[src/rtl/pipeline_hazard_ctrl.sv]
// Hazard, forwarding and flush controller for an in-order N-stage MIPS pipeline.
// Optional perf counters: define HAZARD_PERF_CNT_EN.
module pipeline_hazard_ctrl #(
  parameter int NUM_STAGES       = 5,
  parameter int REG_ADDR_W       = 5,
  parameter int REDIRECT_STAGE   = 3,
  parameter int LOAD_READY_STAGE = 3,
  localparam int SEL_W           = $clog2(NUM_STAGES)
) (
  input  logic                  Clk,
  input  logic                  Reset,
  input  logic                  IdValid,
  input  logic [REG_ADDR_W-1:0] IdRs,
  input  logic [REG_ADDR_W-1:0] IdRt,
  input  logic                  IdUsesRs,
  input  logic                  IdUsesRt,
  input  logic [REG_ADDR_W-1:0] IdDest,
  input  logic                  IdRegWrite,
  input  logic                  IdIsLoad,
  input  logic                  IdJump,
  input  logic                  BranchTaken,
  output logic                  Stall,
  output logic                  JumpFire,
  output logic [NUM_STAGES-2:0] FlushVec,
  output logic [SEL_W-1:0]      FwdSelRs,
  output logic [SEL_W-1:0]      FwdSelRt,
  output logic [31:0]           StallCount,
  output logic [31:0]           FlushCount
);

  typedef struct packed {
    logic                  valid;
    logic [REG_ADDR_W-1:0] dest;
    logic                  regWrite;
    logic                  isLoad;
    logic [REG_ADDR_W-1:0] rs;
    logic [REG_ADDR_W-1:0] rt;
    logic                  usesRs;
    logic                  usesRt;
  } recT;

  recT  rec [2:NUM_STAGES-1];
  logic loadHit;
  logic anyValid;

  always_ff @(posedge Clk or posedge Reset) begin
    if (Reset) begin
      for (int s = 2; s < NUM_STAGES; s++) rec[s] <= '0;
    end else begin
      // Wrong-path records younger than the resolving branch become bubbles.
      for (int s = NUM_STAGES-1; s >= 3; s--) begin
        rec[s] <= rec[s-1];
        if (BranchTaken && s <= REDIRECT_STAGE) rec[s].valid <= 1'b0;
      end
      rec[2] <= '{valid: IdValid & ~Stall & ~BranchTaken, dest: IdDest,
                  regWrite: IdRegWrite, isLoad: IdIsLoad, rs: IdRs, rt: IdRt,
                  usesRs: IdUsesRs, usesRt: IdUsesRt};
    end
  end

  always_comb begin
    loadHit  = 1'b0;
    anyValid = 1'b0;
    for (int s = 2; s < NUM_STAGES; s++) anyValid = anyValid | rec[s].valid;
    for (int s = 2; s < LOAD_READY_STAGE; s++) begin
      if (rec[s].valid && rec[s].isLoad && rec[s].regWrite && rec[s].dest != '0 &&
          ((rec[s].dest == IdRs && IdUsesRs) || (rec[s].dest == IdRt && IdUsesRt)))
        loadHit = 1'b1;
    end
  end

  assign Stall    = ~Reset & IdValid & ~BranchTaken & loadHit;
  assign JumpFire = ~Reset & anyValid & IdJump & IdValid & ~Stall & ~BranchTaken;

  always_comb begin
    FlushVec = '0;
    if (!Reset && anyValid) begin
      if (BranchTaken) begin
        for (int k = 0; k < REDIRECT_STAGE-1; k++) FlushVec[k] = 1'b1;
      end else if (JumpFire) begin
        FlushVec[0] = 1'b1;
      end
    end
  end

  // Scan oldest to youngest so the youngest eligible producer overwrites last.
  always_comb begin
    FwdSelRs = '0;
    FwdSelRt = '0;
    if (rec[2].valid) begin
      for (int s = NUM_STAGES-1; s >= 3; s--) begin
        if (rec[s].valid && rec[s].regWrite && rec[s].dest != '0 &&
            (!rec[s].isLoad || s > LOAD_READY_STAGE)) begin
          if (rec[2].usesRs && rec[s].dest == rec[2].rs) FwdSelRs = SEL_W'(s);
          if (rec[2].usesRt && rec[s].dest == rec[2].rt) FwdSelRt = SEL_W'(s);
        end
      end
    end
  end

`ifdef HAZARD_PERF_CNT_EN
  logic [31:0] stallCnt;
  logic [31:0] flushCnt;

  always_ff @(posedge Clk or posedge Reset) begin
    if (Reset) begin
      stallCnt <= '0;
      flushCnt <= '0;
    end else begin
      if (Stall && stallCnt != 32'hFFFF_FFFF) stallCnt <= stallCnt + 32'd1;
      if ((BranchTaken || JumpFire) && flushCnt != 32'hFFFF_FFFF) flushCnt <= flushCnt + 32'd1;
    end
  end

  assign StallCount = stallCnt;
  assign FlushCount = flushCnt;
`else
  assign StallCount = 32'd0;
  assign FlushCount = 32'd0;
`endif

endmodule
[config.mk]
export PLATFORM = sky130hd
export DESIGN_NAME = pipeline_hazard_ctrl
export DESIGN_NICKNAME = d
export VERILOG_FILES = /design/src/rtl/pipeline_hazard_ctrl.sv
export SDC_FILE = /design/constraint.sdc
export NUM_CORES = 1
export LEC_CHECK = 0
export CORE_UTILIZATION = 40
export DETAILED_ROUTE_END_ITERATION = 7
export DONT_BUFFER_PORTS = 1
export REMOVE_ABC_BUFFERS = 1
export SLEW_MARGIN = 20
export SYNTH_ARGS = -nofsm -noshare
export SYNTH_HDL_FRONTEND = slang
export SYNTH_SLANG_ARGS = --single-unit
[constraint.sdc]
create_clock -name Clk -period 3 [get_ports Clk]
set_clock_uncertainty 0.1 [all_clocks]
set_input_delay 0.45 -clock Clk [delete_from_list [all_inputs] [get_ports Clk]]
set_output_delay 0.45 -clock Clk [all_outputs]
set_load 0.05 [all_outputs]
======== Word-level counts from Yosys, hierarchy flattened ========
Index checks and enable logic that the tools add are counted.
cells by class
  equality and inequality tests ........... 6
  reduce and logical (&&, ||, !) cells .... 22
  bitwise operators ....................... 15
  multiplexer cells ....................... 16
operators by type and width
  operator             number
  5-bit equality test  6
  3-bit 2-to-1 mux     10
  1-bit logical AND    16
  5-bit nonzero test   3
  1-bit AND            10
  1-bit 2-to-1 mux     5
  1-bit NOT            3
  1-bit zero test      2
  2-bit 2-to-1 mux     1
  1-bit OR             2
  1-bit logical OR     1
storage, ports and cells
  register bits ........................... 35
  output and inout port bits .............. 76
  logic and storage cells ................. 74
  input bits .............................. 24

======== Longest topological paths before layout ========
Gate-level depths: netlist of the first run.
  word-level depth ........................ 12
  depth in mapped cells ................... 5

======== Worst setup path after synthesis of the first run ========
OpenSTA, ideal clock, no wires.
  path type ............................... input -> output
  start ................................... input Reset
  end ..................................... output JumpFire
  data arrival time ....................... 2.413 ns
  path buffers ............................ 0
  cell stages on the path ................. 4
  data required time ...................... 2.450 ns
  path slack .............................. 0.037 ns
  cells stage by stage .................... inv_1 -> nand4_1 -> nor3_1 -> a211oi_1
on the way
  cells in the longest elaborated chain, start to end .. 7
  elaborated cells on any way between the ends .. 10
  those cells by class .................... 10 x bitwise
ends and longest elaborated chain
  element                   line    text
  start: declaration        11      input logic Reset,
  1-bit NOT *               72, 73
  1-bit AND (3 in a row)    72      assign Stall = ~Reset & IdValid & ~BranchTaken & loadHit;
  1-bit NOT                 73      assign JumpFire = ~Reset & anyValid & IdJump & IdValid & ~Stall & ~BranchTaken;
  1-bit AND * (2 in a row)  73
  end: declaration          23      output logic JumpFire,
Every way passes the cells marked *; elsewhere a longest branch is shown, timed or not.

======== Worst setup path in the final report of the first run ========
  start ................................... register rec[35] (netlist bit)
  end ..................................... output FwdSelRt[2]
on the way
  cells in the longest elaborated chain, start to end .. 5
  elaborated cells on any way between the ends .. 8
  those cells by class .................... 1 x eq/ne; 3 x mux; 4 x reduce/logical
ends and longest elaborated chain
  element                                                    line    text
  start: declaration                                         42      recT rec [2:NUM_STAGES-1];
  start signal: indexed assignment                           52      rec[s] <= rec[s-1];
  5-bit equality test or 5-bit nonzero test (tied branches)  95, 92
  1-bit logical AND, on equally long branches                95, 92
  3-bit 2-to-1 mux or 1-bit logical AND (tied branches)      95, 92
  3-bit 2-to-1 mux *                                         92      if (rec[s].valid && rec[s].regWrite && rec[s].dest != '0 &&
  3-bit 2-to-1 mux *                                         90      if (rec[2].valid) begin
  end: declaration                                           26      output logic [SEL_W-1:0] FwdSelRt,
Marks and branches as above.

==> reports/qor.csv, run 1 <==
stage;metric;value;unit
run_status;status;finished, violations left;
run_status;failing checks;design-rule violations;
power;Net Sw Frac;36.2;%
setup_path;startpoint types;register;
floorplan;die area;5000;um^2
sta;Tightest Pin Transition;0.519;ns
detailed_routing;met3 WL;244;um
finish;most frequent cells in the layout;conb_1, dfrtp_1, xnor2_1;
sta;fin. max-slew vios;0;
detailed_routing;Initial DRT Pass Iterations;8;
power;power per cell area;588;nW/um^2
finish;share of cells above drive strength 1;9.68;%
clocking;CTS sink cnt;35;
floorplan;Site Rows;24;
yosys;Synth area leaders;dfrtp_1, buf_4, xnor2_1;
sta;Max-slew headroom;65.5;%
clocking;postcts setup bufs;0;
min_path;worst min path class;primary input to async pin;
grt;initial antenna violation count;0;
yosys;Mapped Cells;175;
sta;WHS;0.0834;ns
setup_path;Crit. End Element;output port;
grt;vias in the first global route;895;
detailed_routing;antenna viol nets, final;0;
yosys;Syn Std Cell Area;1890;um^2
power;Clock power frac;29.1;%
detailed_routing;final WL;2740;um
yosys;Async S/R FF share, synth;100;%
grt;GRT Util Overall;12.1;%
floorplan;Die H;70.7;um
finish;Final #Nets;209;
detailed_routing;M1 WL;1260;um
yosys;YS warnings;0;
finish;area grow syn2layout;-2.52;%
floorplan;number of I/O pins;100;
power;Pint;0.691;mW
power;static leakage;0.854;nW
yosys;Seq/Total Area, Yosys;46.4;%
place;IO buf count;0;
finish;Layout Cells excl Fill;238;
detailed_routing;routed vias/inst;4.00;
sta;Final WS setup;0.481;ns
sta;max frequency;397;MHz
clocking;hold-fix buffers at CTS;0;
yosys;Mean Syn Cell Area;10.8;um^2
power;worst-case vdd ir drop;0.292;mV
floorplan;Core Box Area;4440;um^2
finish;max reg flops;35;
place;Final HPWL DP;2220;um
detailed_routing;Initial DRC Count;42;
clocking;Root Driver;clkbuf_8;
finish;fill count;424;
clocking;CTS tree;done;
finish;most common cell after layout, fill and taps aside;conb_1;
sta;RSZ-0062 raised after global routing;false;
detailed_routing;WL/cell;11.5;um
sta;Final TNS setup;0;ns
finish;Ant. Diodes;0;
power;Comb power frac;22.8;%
clocking;Gates resized, CTS repair;0;
detailed_routing;Detail Route met2 WL;1190;um
grt;gr ovfl total;0;
sta;crit share post-route;84.0;%
yosys;number of synthesized flops with an enable pin;0;
yosys;leading area contributor after synthesis;dfrtp_1;
sta;final hold vios;0;
detailed_routing;Top Metal Used;met4;
floorplan;Initial Util;42.5;%
power;P_sw;0.392;mW
place;Placed Cells;230;
detailed_routing;via count;951;
setup_path;crit-path max FO;4;
clocking;Inserted Clock Buffers;5;
yosys;Distinct cells, synth;23;
setup_path;critical path required time;2.45;ns
finish;biggest regs;rec (35);
setup_path;crit path DAT;1.97;ns
grt;largest net degree at the start of global routing;36;
place;post-place setup slack;0.769;ns
yosys;top cell type's share of synthesized area;46.4;%
floorplan;die width;70.7;um
setup_path;WS Path Type;register to output port;
detailed_routing;DRC viols;24;
yosys;Primary FF master, synth;dfrtp_1;
clocking;H-Tree Depth;2;
sta;minimum clock period;2.52;ns
sta;final setup violation count;0;
power;Reg power frac;48.1;%
yosys;flop and latch count out of synthesis;35;
clocking;clk buf depth;2;
flow_run;# Max-Cap Violations;0;
clocking;worst-skew pair later-pin latency;0.28;ns
grt;first-pass GRT wire length;4440;um
place;global placer's final weighted congestion;0.757;
finish;most flop-heavy register;rec;
clocking;Worst-path clk slew;0.07;ns
## critical path, cell delays in order, from the launching register on
cell and delay (ns):
dfrtp_1 0.42, or4_1 0.55, o2111ai_2 0.21, nor3_1 0.11, nor3_2 0.18, buf_4 0.22
## cell families after synthesis
kind of cell	count (synthesis)	share of synthesized area (%)
xor gates and xnor gates	30	13.9
buffers and inverters	71	27.6
AOI/OAI and AO/OA	6	2.65
other	1	0.198
DFF	35	46.4
and+or+nand+nor	32	9.27
## worst paths after layout
kind                               end  slack (ns)  cells past startpoint     from
min                            rec[39]        0.08                      2    Reset
max in group asynchronous      rec[15]        2.42                      2    Reset
max reg2reg                    rec[59]        1.53                      4  rec[55]
min in group Clk               rec[49]        0.09                      0  IdRs[2]
max                        FwdSelRt[2]        0.48                      5  rec[35]
min reg2reg                    rec[33]        0.28                      0  rec[53]
## metrics by stage
| step | area, um^2 | util, % | total power, mW |
|---|---|---|---|
| floorplan | 1620 | - | 0.757 |
| global placement | 1760 | 39.6 | 0.776 |
| detailed placement | 1760 | 39.6 | 0.776 |
| CTS | 1840 | 41.4 | 1.09 |
| global route | 1840 | 41.4 | 1.14 |
| finish | 1840 | 41.4 | 1.08 |
## Yosys cell counts, types with 3 or more instances
cell      n
dfrtp_1  35
xnor2_1  22
nand3_1   3
xor2_1    8
nor3_1    6
nand4_1   5
or4_1     3
inv_1     3
buf_4    68
nand2_1   6
## layer usage
metal  vias up  GRT usage (%)
met5         -              0
met4         0           6.00
met3         4           4.70
met2        70           15.8
met1       427           17.4
li1        450              -
## layout make-up
class / instances / area [um^2] / area share, %
timing repair buffer: 6 / 57.6 / 3.12
multi-input combinational: 134 / 751 / 40.8
clock inverter: 1 / 5.00 / 0.272
sequential: 35 / 876 / 47.6
tap: 52 / 65.1 / 3.53
clock buffer: 7 / 76.3 / 4.14
inverter: 3 / 11.3 / 0.611
## power groups by stage
stage | Clock, mW | Sequential (mW) | Combinational (mW)
after CTS | 0.325 | 0.521 | 0.246
after global placement | 0 | 0.530 | 0.246
after floorplan | 0 | 0.523 | 0.234
after detailed placement | 0 | 0.530 | 0.246
after global routing | 0.352 | 0.524 | 0.259
final | 0.315 | 0.521 | 0.246
No activity file was read; power rests on OpenSTA's default activity.
==> inputs of run 2 (changes only) <==
clock period = 2.5 ns   (was 3 ns; I/O delays follow)
==> reports/qor.csv, run 2 (same netlist as run 1, synthesis figures left out) <==
stage;metric;value;unit
detailed_routing;antenna viol nets, final;0;
power;Clock power frac;32.0;%
power;total power;1.36;mW
place;Placed Cells;230;
power;power per cell area;719;nW/um^2
flow_run;# Max-Cap Violations;0;
grt;gr ovfl total;0;
sta;max frequency;415;MHz
setup_path;r2r setup slk;0.99;ns
power;Net Sw Frac;34.7;%
floorplan;Initial Util;42.5;%
floorplan;die area;5000;um^2
finish;Final #Nets;212;
setup_path;CP cell instances;or4_1 -> o2111ai_2 -> nor3_1 -> and2_2;
setup_path;capturing point of the worst reg2reg path;rec[59];
setup_path;slowest cell on the critical path;or4_1;
finish;most flop-heavy register;rec;
finish;share of cells above drive strength 1;11.6;%
power;Reg power frac;45.9;%
finish;Ant. Diodes;0;
power;P_sw;0.473;mW
finish;biggest regs;rec (35);
detailed_routing;Initial DRT Pass Iterations;8;
setup_path;critical path required time;2.03;ns
finish;max reg flops;35;
floorplan;Site Rows;24;
detailed_routing;via count;977;
grt;first-pass GRT wire length;4260;um
sta;Final WS setup;0.0894;ns
sta;final setup violation count;0;
sta;crit share post-route;96.4;%
clocking;CTS sink cnt;35;
run_status;failing checks;design-rule violations;
setup_path;crit path DAT;1.94;ns
finish;most common cell after layout, fill and taps aside;conb_1;
grt;GRT Util Overall;11.5;%
clocking;hold-fix buffers at CTS;0;
power;worst-case vdd ir drop;0.397;mV
clocking;clk buf depth;2;
setup_path;crit-path max FO;2;
run_status;status;finished, violations left;
sta;fin. max-slew vios;0;
setup_path;WS Path Type;register to output port;
finish;area grow syn2layout;0.132;%
sta;RSZ-0062 raised after global routing;false;
setup_path;startpoint types;register;
clocking;H-Tree Depth;2;
clocking;worst-skew pair later-pin latency;0.28;ns
sta;final hold vios;0;
clocking;Inserted Clock Buffers;5;
detailed_routing;Initial DRC Count;47;
clocking;Root Driver;clkbuf_8;
place;global placer's final weighted congestion;0.772;
setup_path;Worst Reg-to-Reg Cells;4;
place;Final HPWL DP;2240;um
setup_path;worst flop-to-flop path startpoint;rec[55];
power;static leakage;0.879;nW
floorplan;Die H;70.7;um
sta;Tightest Pin Transition;0.511;ns
floorplan;die width;70.7;um
setup_path;Crit. End Element;output port;
min_path;worst min path class;primary input to async pin;
place;post-place setup slack;0.344;ns
detailed_routing;final WL;2840;um
grt;vias in the first global route;875;
setup_path;CP max stage delay;0.54;ns
clocking;CTS tree;done;
finish;Layout Cells excl Fill;241;
floorplan;number of I/O pins;100;
finish;Final Util;42.6;%
sta;minimum clock period;2.41;ns
grt;initial antenna violation count;0;
power;Pint;0.888;mW
grt;largest net degree at the start of global routing;36;
detailed_routing;WL/cell;11.8;um
clocking;Worst-path clk slew;0.06;ns
detailed_routing;DRC viols;24;
floorplan;Core Box Area;4440;um^2
power;Comb power frac;22.1;%
finish;most frequent cells in the layout;conb_1, dfrtp_1, xnor2_1;
sta;Max-slew headroom;66.0;%
detailed_routing;routed vias/inst;4.05;
place;IO buf count;0;
-- run 2: worst max-delay path, delay by kind of cell, from the launching register on --
family | cells | cell delay (ns)
and+or+nand+nor | 3 | 1.04
DFF | 1 | 0.38
AOI/OAI and AO/OA | 1 | 0.23
-- run 2: final cells by class --
cell class | count | area (um^2)
repair buffers | 9 | 87.6
multi-input cells | 134 | 752
flip-flops and latches | 35 | 876
fillers | 414 | 2550
well taps | 52 | 65.1
clock buffers | 8 | 100
inverters | 3 | 11.3
-- run 2: through the flow --
| step | hold slack (ns) | instance area [um^2] | setup TNS (ns) |
|---|---|---|---|
| 2_1_floorplan | 0.254 | 1620 | -0.936 |
| 3_3_place_gp | 0.259 | 1760 | 0 |
| 3_5_place_dp | 0.263 | 1760 | 0 |
| 4_1_cts | 0.0109 | 1860 | 0 |
| 5_1_grt | 0.00446 | 1890 | 0 |
| 6_report | 0.00971 | 1890 | 0 |
-- run 2: repair_timing --
action | in CTS | in global routing
setup endpoints to repair | 0 | 6
setup buffers | 0 | 3
resized for setup | 0 | 3
-- run 2: per-layer routing --
layer	wire length (um)	global-route usage [%]	vias to the layer above	share of wire (%)
met2	1250	16.3	74	44
met4	52	5.33	0	1.8
met1	1280	15.6	442	45
met5	0	0	-	0
li1	-	-	456	-
met3	264	4.42	5	9.3
-- run 2: worst max path at each step --
stage | start | to | cells after the start
floorplan | Reset | JumpFire | 4
global placement | rec[35] | FwdSelRs[0] | 4
detailed placement | rec[35] | FwdSelRs[2] | 5
CTS | rec[35] | FwdSelRs[2] | 5
global route | rec[35] | FwdSelRs[2] | 5
finish | rec[35] | FwdSelRt[0] | 4
-- run 2: power groups by stage --
stage | logic (mW) | clock network (mW) | registers (mW)
after floorplan | 0.281 | 0 | 0.627
after global placement | 0.295 | 0 | 0.636
after detailed placement | 0.295 | 0 | 0.637
after CTS | 0.295 | 0.445 | 0.626
after global routing | 0.316 | 0.463 | 0.628
final | 0.301 | 0.435 | 0.625
